`config.mk`:
```
export PLATFORM = sky130hd
export DESIGN_NAME = msc_xfer_sequencer
export DESIGN_NICKNAME = d
export VERILOG_FILES = /design/src/rtl/msc_pkg.sv /design/src/rtl/msc_cdb_decode.sv /design/src/rtl/msc_xfer_sequencer.sv
export SDC_FILE = /design/constraint.sdc
export NUM_CORES = 1
export LEC_CHECK = 0
export ABC_AREA = 1
export CORE_ASPECT_RATIO = 1.2
export CORE_MARGIN = 3
export CORE_UTILIZATION = 39
export CTS_BUF_LIST = sky130_fd_sc_hd__clkbuf_4
export DETAILED_ROUTE_END_ITERATION = 10
export DONT_BUFFER_PORTS = 1
export PLACE_DENSITY = 0.65
export SLEW_MARGIN = 15
export SYNTH_ARGS = -nofsm -noshare
export SYNTH_HDL_FRONTEND = slang
export SYNTH_SLANG_ARGS = --single-unit
```
`constraint.sdc`:
```
create_clock -name clk -period 2.4 [get_ports clk]
set_input_delay 0.24 -clock clk [delete_from_list [all_inputs] [get_ports clk]]
set_output_delay 0.24 -clock clk [all_outputs]
set_load 0.01 [all_outputs]
```
`src/rtl/msc_pkg.sv`:
```
// Shared opcodes, status codes, sequencer states and the decoded-CDB payload
// for the mass-storage transfer sequencer.
package msc_pkg;

  localparam logic [7:0] OP_READ10  = 8'h28;
  localparam logic [7:0] OP_WRITE10 = 8'h2A;

  localparam logic [7:0] CSW_GOOD  = 8'd0;
  localparam logic [7:0] CSW_FAIL  = 8'd1;
  localparam logic [7:0] CSW_PHASE = 8'd2;

  typedef enum logic [2:0] {
    ST_IDLE     = 3'd0,
    ST_DECODE   = 3'd1,
    ST_ISSUE    = 3'd2,
    ST_XFER     = 3'd3,
    ST_COMPLETE = 3'd4
  } seq_state_t;

  // issue=1 means at least one sector must be requested; otherwise status applies
  typedef struct packed {
    logic [31:0] lba;
    logic [15:0] blocks;
    logic        write;
    logic        issue;
    logic [7:0]  status;
  } cdb_dec_t;

endpackage

```
`src/rtl/msc_cdb_decode.sv`:
```
// Combinational READ_10/WRITE_10 field extraction with opcode, direction,
// LUN, block-count and capacity checks.
module msc_cdb_decode
  import msc_pkg::*;
#(
  parameter int unsigned MAX_LUNS         = 4,
  parameter int unsigned MAX_SECTOR_COUNT = 128,
  parameter int unsigned LUN_BLOCKS       = 32'h0010_0000
) (
  input  logic [127:0] i_cdb,
  input  logic [2:0]   i_lun,
  input  logic         i_data_in,
  output cdb_dec_t     o_dec
);

  logic [7:0]  w_opcode;
  logic [31:0] w_lba;
  logic [15:0] w_blocks;
  logic [32:0] w_end;
  logic        w_range_bad;
  logic        w_unused_cdb;

  assign w_opcode = i_cdb[7:0];
  assign w_lba    = {i_cdb[23:16], i_cdb[31:24], i_cdb[39:32], i_cdb[47:40]};
  assign w_blocks = {i_cdb[63:56], i_cdb[71:64]};
  // Widened so LBA near 2^32 cannot wrap past the capacity check
  assign w_end    = {1'b0, w_lba} + 33'(w_blocks);
  assign w_unused_cdb = ^{i_cdb[127:72], i_cdb[55:48], i_cdb[15:8]};

  assign w_range_bad = (32'(i_lun) >= MAX_LUNS) ||
                       (32'(w_blocks) > MAX_SECTOR_COUNT) ||
                       (w_end > 33'(LUN_BLOCKS));

  always_comb begin
    o_dec        = '0;
    o_dec.lba    = w_lba;
    o_dec.blocks = w_blocks;
    o_dec.write  = (w_opcode == OP_WRITE10);
    o_dec.status = CSW_GOOD;
    if (w_opcode != OP_READ10 && w_opcode != OP_WRITE10) begin
      o_dec.status = CSW_FAIL;
    end else if ((w_opcode == OP_READ10) != i_data_in) begin
      o_dec.status = CSW_PHASE;
    end else if (w_range_bad) begin
      o_dec.status = CSW_FAIL;
    end else if (w_blocks != 16'd0) begin
      o_dec.issue = 1'b1;
    end
  end

endmodule

```
`src/rtl/msc_xfer_sequencer.sv`:
```
// Splits SCSI READ_10/WRITE_10 commands into single-sector backend requests.
// Optional sector watchdog enabled by defining MSC_SEQ_TIMEOUT_EN.
module msc_xfer_sequencer
  import msc_pkg::*;
#(
  parameter int unsigned MAX_LUNS         = 4,
  parameter int unsigned MAX_SECTOR_COUNT = 128,
  parameter int unsigned SECTOR_SIZE      = 512,
  parameter int unsigned LUN_BLOCKS       = 32'h0010_0000,
  parameter int unsigned TIMEOUT_CYCLES   = 1_000_000
) (
  input  logic         clk,
  input  logic         rst_n,
  input  logic [127:0] scsi_cdb,
  input  logic [2:0]   scsi_lun,
  input  logic         scsi_data_in,
  input  logic         scsi_valid,
  output logic         scsi_ready,
  output logic         scsi_done,
  output logic [7:0]   scsi_status,
  output logic         sec_req_valid,
  input  logic         sec_req_ready,
  output logic [31:0]  sec_req_lba,
  output logic [2:0]   sec_req_lun,
  output logic         sec_req_write,
  input  logic         sec_done,
  input  logic         sec_error,
  input  logic         data_beat,
  output logic         busy
);

  localparam int unsigned BEATS  = SECTOR_SIZE / 4;
  localparam int unsigned BEAT_W = $clog2(BEATS + 1);

  seq_state_t r_state, w_state_next;
  logic [127:0]      r_cdb, w_cdb_next;
  logic [2:0]        r_lun, w_lun_next;
  logic              r_data_in, w_data_in_next;
  logic [31:0]       r_lba, w_lba_next;
  logic [15:0]       r_remaining, w_remaining_next;
  logic              r_write, w_write_next;
  logic [BEAT_W-1:0] r_beat_cnt, w_beat_next, w_beat_inc;
  logic [7:0]        r_status, w_status_next;
  logic              r_scsi_ready, r_scsi_done, r_sec_req_valid, r_busy;
  logic              w_timeout;
  cdb_dec_t          w_dec;

  msc_cdb_decode #(
    .MAX_LUNS        (MAX_LUNS),
    .MAX_SECTOR_COUNT(MAX_SECTOR_COUNT),
    .LUN_BLOCKS      (LUN_BLOCKS)
  ) u_decode (
    .i_cdb    (r_cdb),
    .i_lun    (r_lun),
    .i_data_in(r_data_in),
    .o_dec    (w_dec)
  );

`ifdef MSC_SEQ_TIMEOUT_EN
  logic [31:0] r_wdog;
  logic        w_wdog_run;

  assign w_wdog_run = (r_state == ST_ISSUE && !sec_req_ready) || (r_state == ST_XFER);
  assign w_timeout  = (r_state == ST_ISSUE || r_state == ST_XFER) &&
                      (r_wdog >= TIMEOUT_CYCLES - 32'd1);

  // Restarts on every sector handshake and whenever no sector is in flight
  always_ff @(posedge clk or negedge rst_n) begin
    if (!rst_n) begin
      r_wdog <= '0;
    end else if (w_wdog_run) begin
      r_wdog <= r_wdog + 32'd1;
    end else begin
      r_wdog <= '0;
    end
  end
`else
  logic [31:0] w_unused_timeout;
  assign w_unused_timeout = TIMEOUT_CYCLES;
  assign w_timeout        = 1'b0;
`endif

  // Beats past a full sector are dropped while waiting for sec_done
  assign w_beat_inc = r_beat_cnt +
                      BEAT_W'(data_beat && (r_beat_cnt != BEAT_W'(BEATS)));

  always_comb begin
    w_state_next     = r_state;
    w_cdb_next       = r_cdb;
    w_lun_next       = r_lun;
    w_data_in_next   = r_data_in;
    w_lba_next       = r_lba;
    w_remaining_next = r_remaining;
    w_write_next     = r_write;
    w_beat_next      = r_beat_cnt;
    w_status_next    = r_status;
    unique case (r_state)
      ST_IDLE: begin
        if (scsi_valid && r_scsi_ready) begin
          w_cdb_next     = scsi_cdb;
          w_lun_next     = scsi_lun;
          w_data_in_next = scsi_data_in;
          w_state_next   = ST_DECODE;
        end
      end
      ST_DECODE: begin
        w_lba_next       = w_dec.lba;
        w_remaining_next = w_dec.blocks;
        w_write_next     = w_dec.write;
        w_beat_next      = '0;
        if (w_dec.issue) begin
          w_state_next = ST_ISSUE;
        end else begin
          w_status_next = w_dec.status;
          w_state_next  = ST_COMPLETE;
        end
      end
      ST_ISSUE: begin
        if (sec_req_ready) begin
          w_beat_next  = '0;
          w_state_next = ST_XFER;
        end
      end
      ST_XFER: begin
        w_beat_next = w_beat_inc;
        if (sec_done) begin
          if (w_beat_inc != BEAT_W'(BEATS)) begin
            w_status_next = CSW_PHASE;
            w_state_next  = ST_COMPLETE;
          end else if (sec_error) begin
            w_status_next = CSW_FAIL;
            w_state_next  = ST_COMPLETE;
          end else begin
            w_lba_next       = r_lba + 32'd1;
            w_remaining_next = r_remaining - 16'd1;
            if (r_remaining == 16'd1) begin
              w_status_next = CSW_GOOD;
              w_state_next  = ST_COMPLETE;
            end else begin
              w_state_next = ST_ISSUE;
            end
          end
        end
      end
      ST_COMPLETE: begin
        w_state_next = ST_IDLE;
      end
      default: begin
        w_state_next = ST_IDLE;
      end
    endcase
    if (w_timeout) begin
      w_status_next = CSW_PHASE;
      w_state_next  = ST_COMPLETE;
    end
  end

  // Outputs are registered from the next state so they align with the state
  always_ff @(posedge clk or negedge rst_n) begin
    if (!rst_n) begin
      r_state         <= ST_IDLE;
      r_cdb           <= '0;
      r_lun           <= '0;
      r_data_in       <= 1'b0;
      r_lba           <= '0;
      r_remaining     <= '0;
      r_write         <= 1'b0;
      r_beat_cnt      <= '0;
      r_status        <= '0;
      r_scsi_ready    <= 1'b0;
      r_scsi_done     <= 1'b0;
      r_sec_req_valid <= 1'b0;
      r_busy          <= 1'b0;
    end else begin
      r_state         <= w_state_next;
      r_cdb           <= w_cdb_next;
      r_lun           <= w_lun_next;
      r_data_in       <= w_data_in_next;
      r_lba           <= w_lba_next;
      r_remaining     <= w_remaining_next;
      r_write         <= w_write_next;
      r_beat_cnt      <= w_beat_next;
      r_status        <= w_status_next;
      r_scsi_ready    <= (w_state_next == ST_IDLE);
      r_scsi_done     <= (w_state_next == ST_COMPLETE);
      r_sec_req_valid <= (w_state_next == ST_ISSUE);
      r_busy          <= (w_state_next != ST_IDLE);
    end
  end

  assign scsi_ready    = r_scsi_ready;
  assign scsi_done     = r_scsi_done;
  assign scsi_status   = r_status;
  assign sec_req_valid = r_sec_req_valid;
  assign sec_req_lba   = r_lba;
  assign sec_req_lun   = r_lun;
  assign sec_req_write = r_write;
  assign busy          = r_busy;

endmodule

```
==> metrics.txt <==
status finished, violations left; violated checks hold timing, setup timing; Final Skew 0.0214 ns; Tot GR Track Use 0.216; layout cell share with drive strength beyond 1 0.236; Core ar. 0.0211 mm²; Slew HR 0.553; CP cell instances nor4_2, a21boi_1, ha_2, buf_6, nand4_1, buf_4, o21ai_0, nand2_1, nand2_1, nor3_2, nand3_2, nand2_4, nand2_8, buf_12, clkbuf_16, nand2_4, o21ai_4; commonest non-fill, non-tap cell in the layout nand2_1; first-pass GRT wire length 41100 µm; #FFs+latches synth 126; slowest cell delay on critical path 0.41 ns; Num CTS Buffers 17; Tcrit/Tclk final 1.16; Vias 8431; Worst-path clk slew 0.13 ns; gr ovfl total 0; Synth cell types 47; Leak 5.47 nW; Die H 167 µm; register area share after synthesis 0.372; Skew-Pair Late Insertion Delay 0.56 ns; drt pass-1 iters 6; Achievable Freq 358 MHz; yosys warns 0; largest net degree at the start of global routing 127; most frequent cells in the layout 299 x nand2_1, 158 x inv_1, 126 x dfrtp_1, 123 x nor2_1, 116 x buf_4; Final Power 15.2 mW; Crit path arrival time 3.22 ns; Worst Path Buf+Inv 4; clock tree sinks 126; max cap viols 0; top_reg_cell synth dfrtp_1; Die Span X 140 µm; H-tree lvl count 4; RSZ-0062 raised after global routing true; fin crit period 2.79 ns; Rows 58; TritonCTS clock tree built; Final Hold Vio Count 126; PwrDens 1360 mW/mm²; Hold Crit Class in -> async; Post-synth EDFFs 0; CTS root buf clkbuf_4; IR drop worst, VDD 0.000465 V; CP max stage cell dfrtp_1; Syn Area/Cell 7.16 µm²; I/O Buffers 0; Max FO, Critical Path 5; Crit path max-delay family simple AND/OR/NAND/NOR gates; initial antenna violation count 4; Post-Layout Cell Count 1654; Initial Utilization 0.401; Cell Area, Synth 0.00847 mm²; vias in the first global route 8192; critical setup path kind reg -> reg; Async SR Flop Fraction 1.00; hold_ws -0.646 ns; DRC viols 0; Setup-failing EPs final 56; gpl congestion 0.955; Worst setup EP type register; Slew Limit Fails 0; Routed Antenna Nets 0; # IOs 187; WL/cell 15.7 µm; CTS max path bufs 2; Slew @ Worst Pin 0.666 ns; nets 1528; Final WS setup -0.390 ns; Via-to-Cell Ratio 5.10; CP required 2.83 ns; Mapped Cells 1182; Routed WL 25900 µm; Area growth syn-to-layout 32.5%; placed wire-length estimate 19000 µm; placed cell count 1528; Place WS -0.463 ns; initial drt markers 648; startpoint class of the critical path register; Die ar. 0.0235 mm²
[logic make-up after synthesis]
group                      Yosys count  synth area share
buffers and inverters              202            0.0941
and+or+nand+nor                    614             0.320
other                                1          0.000443
AOI/OAI and AO/OA                  147            0.0980
adders and majority gates           22            0.0334
muxes                               31            0.0412
DFF                                126             0.372
xor gates and xnor gates            39            0.0403
[registers in the layout, summed over array words and instances, names as in the netlist]
name           flops
r_cdb             56
sec_req_lba       32
r_remaining       16
r_beat_cnt         8
r_state            3
sec_req_lun        3
scsi_status        2
busy               1
r_data_in          1
scsi_done          1
scsi_ready         1
sec_req_valid      1
sec_req_write      1
[through the flow]
stage               utilization  TNS [ns]  cell area, µm²
global placement          0.455    -14.54            9600
CTS                       0.511    -13.28           10800
global route              0.531    -26.74           11200
detailed placement        0.455    -19.04            9600
finish                    0.531    -17.67           11200
floorplan                     -     -1.11            8570
[Yosys cell counts, types with 3 or more instances]
cell type | n | share of area
nand3_2 | 6 | 0.0071
nor3_2 | 3 | 0.0035
inv_1 | 159 | 0.070
nor2_1 | 130 | 0.058
a32o_1 | 3 | 0.0035
a31oi_1 | 11 | 0.0081
buf_4 | 8 | 0.0071
nand2_2 | 18 | 0.013
o21ai_0 | 50 | 0.030
nand3b_1 | 3 | 0.0027
inv_2 | 6 | 0.0027
a211oi_1 | 3 | 0.0027
nand4_1 | 20 | 0.015
a21oi_1 | 53 | 0.031
xor2_1 | 34 | 0.035
dfrtp_1 | 126 | 0.37
nor3_1 | 11 | 0.0065
buf_2 | 6 | 0.0035
a22oi_1 | 4 | 0.0035
nand2_1 | 317 | 0.14
xnor2_1 | 5 | 0.0052
ha_1 | 21 | 0.031
nand3_1 | 68 | 0.040
nor2_2 | 21 | 0.016
o211ai_1 | 9 | 0.0080
o22ai_1 | 7 | 0.0052
clkbuf_1 | 20 | 0.0089
mux2_2 | 31 | 0.041
nor4_1 | 7 | 0.0052
[worst register-to-register path, delay by kind of cell, from the launching register on]
kind	cells	cell delay, ns
compound gates	3	0.23
simple gates	9	1.19
buf+inv	4	0.60
fa+ha+maj	1	0.22
flops	1	0.41
[report_power, final]
group	leakage [nW]	switching [mW]	internal (mW)	total, mW
clock	0.159	0.847	0.747	1.59
sequential	1.48	1.20	3.06	4.27
combinational	3.83	5.22	4.16	9.38
total	5.47	7.26	7.97	15.2
[area by class of cell]
cell class / count / area (µm²)
well taps: 270 / 338
diodes: 4 / 10.0
clock inverters: 12 / 145
clock buffers: 20 / 150
flip-flops and latches: 126 / 3150
repair buffers: 197 / 1860
fillers: 1939 / 9900
inverters: 166 / 636
multi-input cells: 859 / 4920
[layer usage]
metal  up-vias  GRT usage  wire [µm]  part of all wire
met5         -          0          0                 0
li1       4156          -          -                 -
met1      3997      0.274      10800              0.42
met4         0     0.0780        622             0.024
met2       230      0.368      13100              0.50
met3        48     0.0400       1410             0.054
[repair_timing]
action / in CTS / in global routing
endpoints found under the hold margin: 190 / 127
gates resized for setup: 43 / 61
hold buffers: 62 / 1
setup endpoints to repair: 56 / 56
cloned: 3 / 3
pin swaps: 9 / 18
setup buffers: 7 / 14
[final timing paths]
kind                                     from             end  slack, ns  cells after the start
worst max-delay path            r_beat_cnt[0]  sec_req_lba[0]      -0.39                     17
worst min-delay path                    rst_n   r_beat_cnt[4]      -0.65                      0
worst max register to register  r_beat_cnt[0]  sec_req_lba[0]      -0.39                     17
worst min register to register       r_cdb[0]        r_cdb[0]       0.52                      1
max in group asynchronous               rst_n  sec_req_lba[5]       2.80                      0
min in group clk                    data_beat   r_beat_cnt[0]       0.19                      3
(Power assumes the default switching activity.)
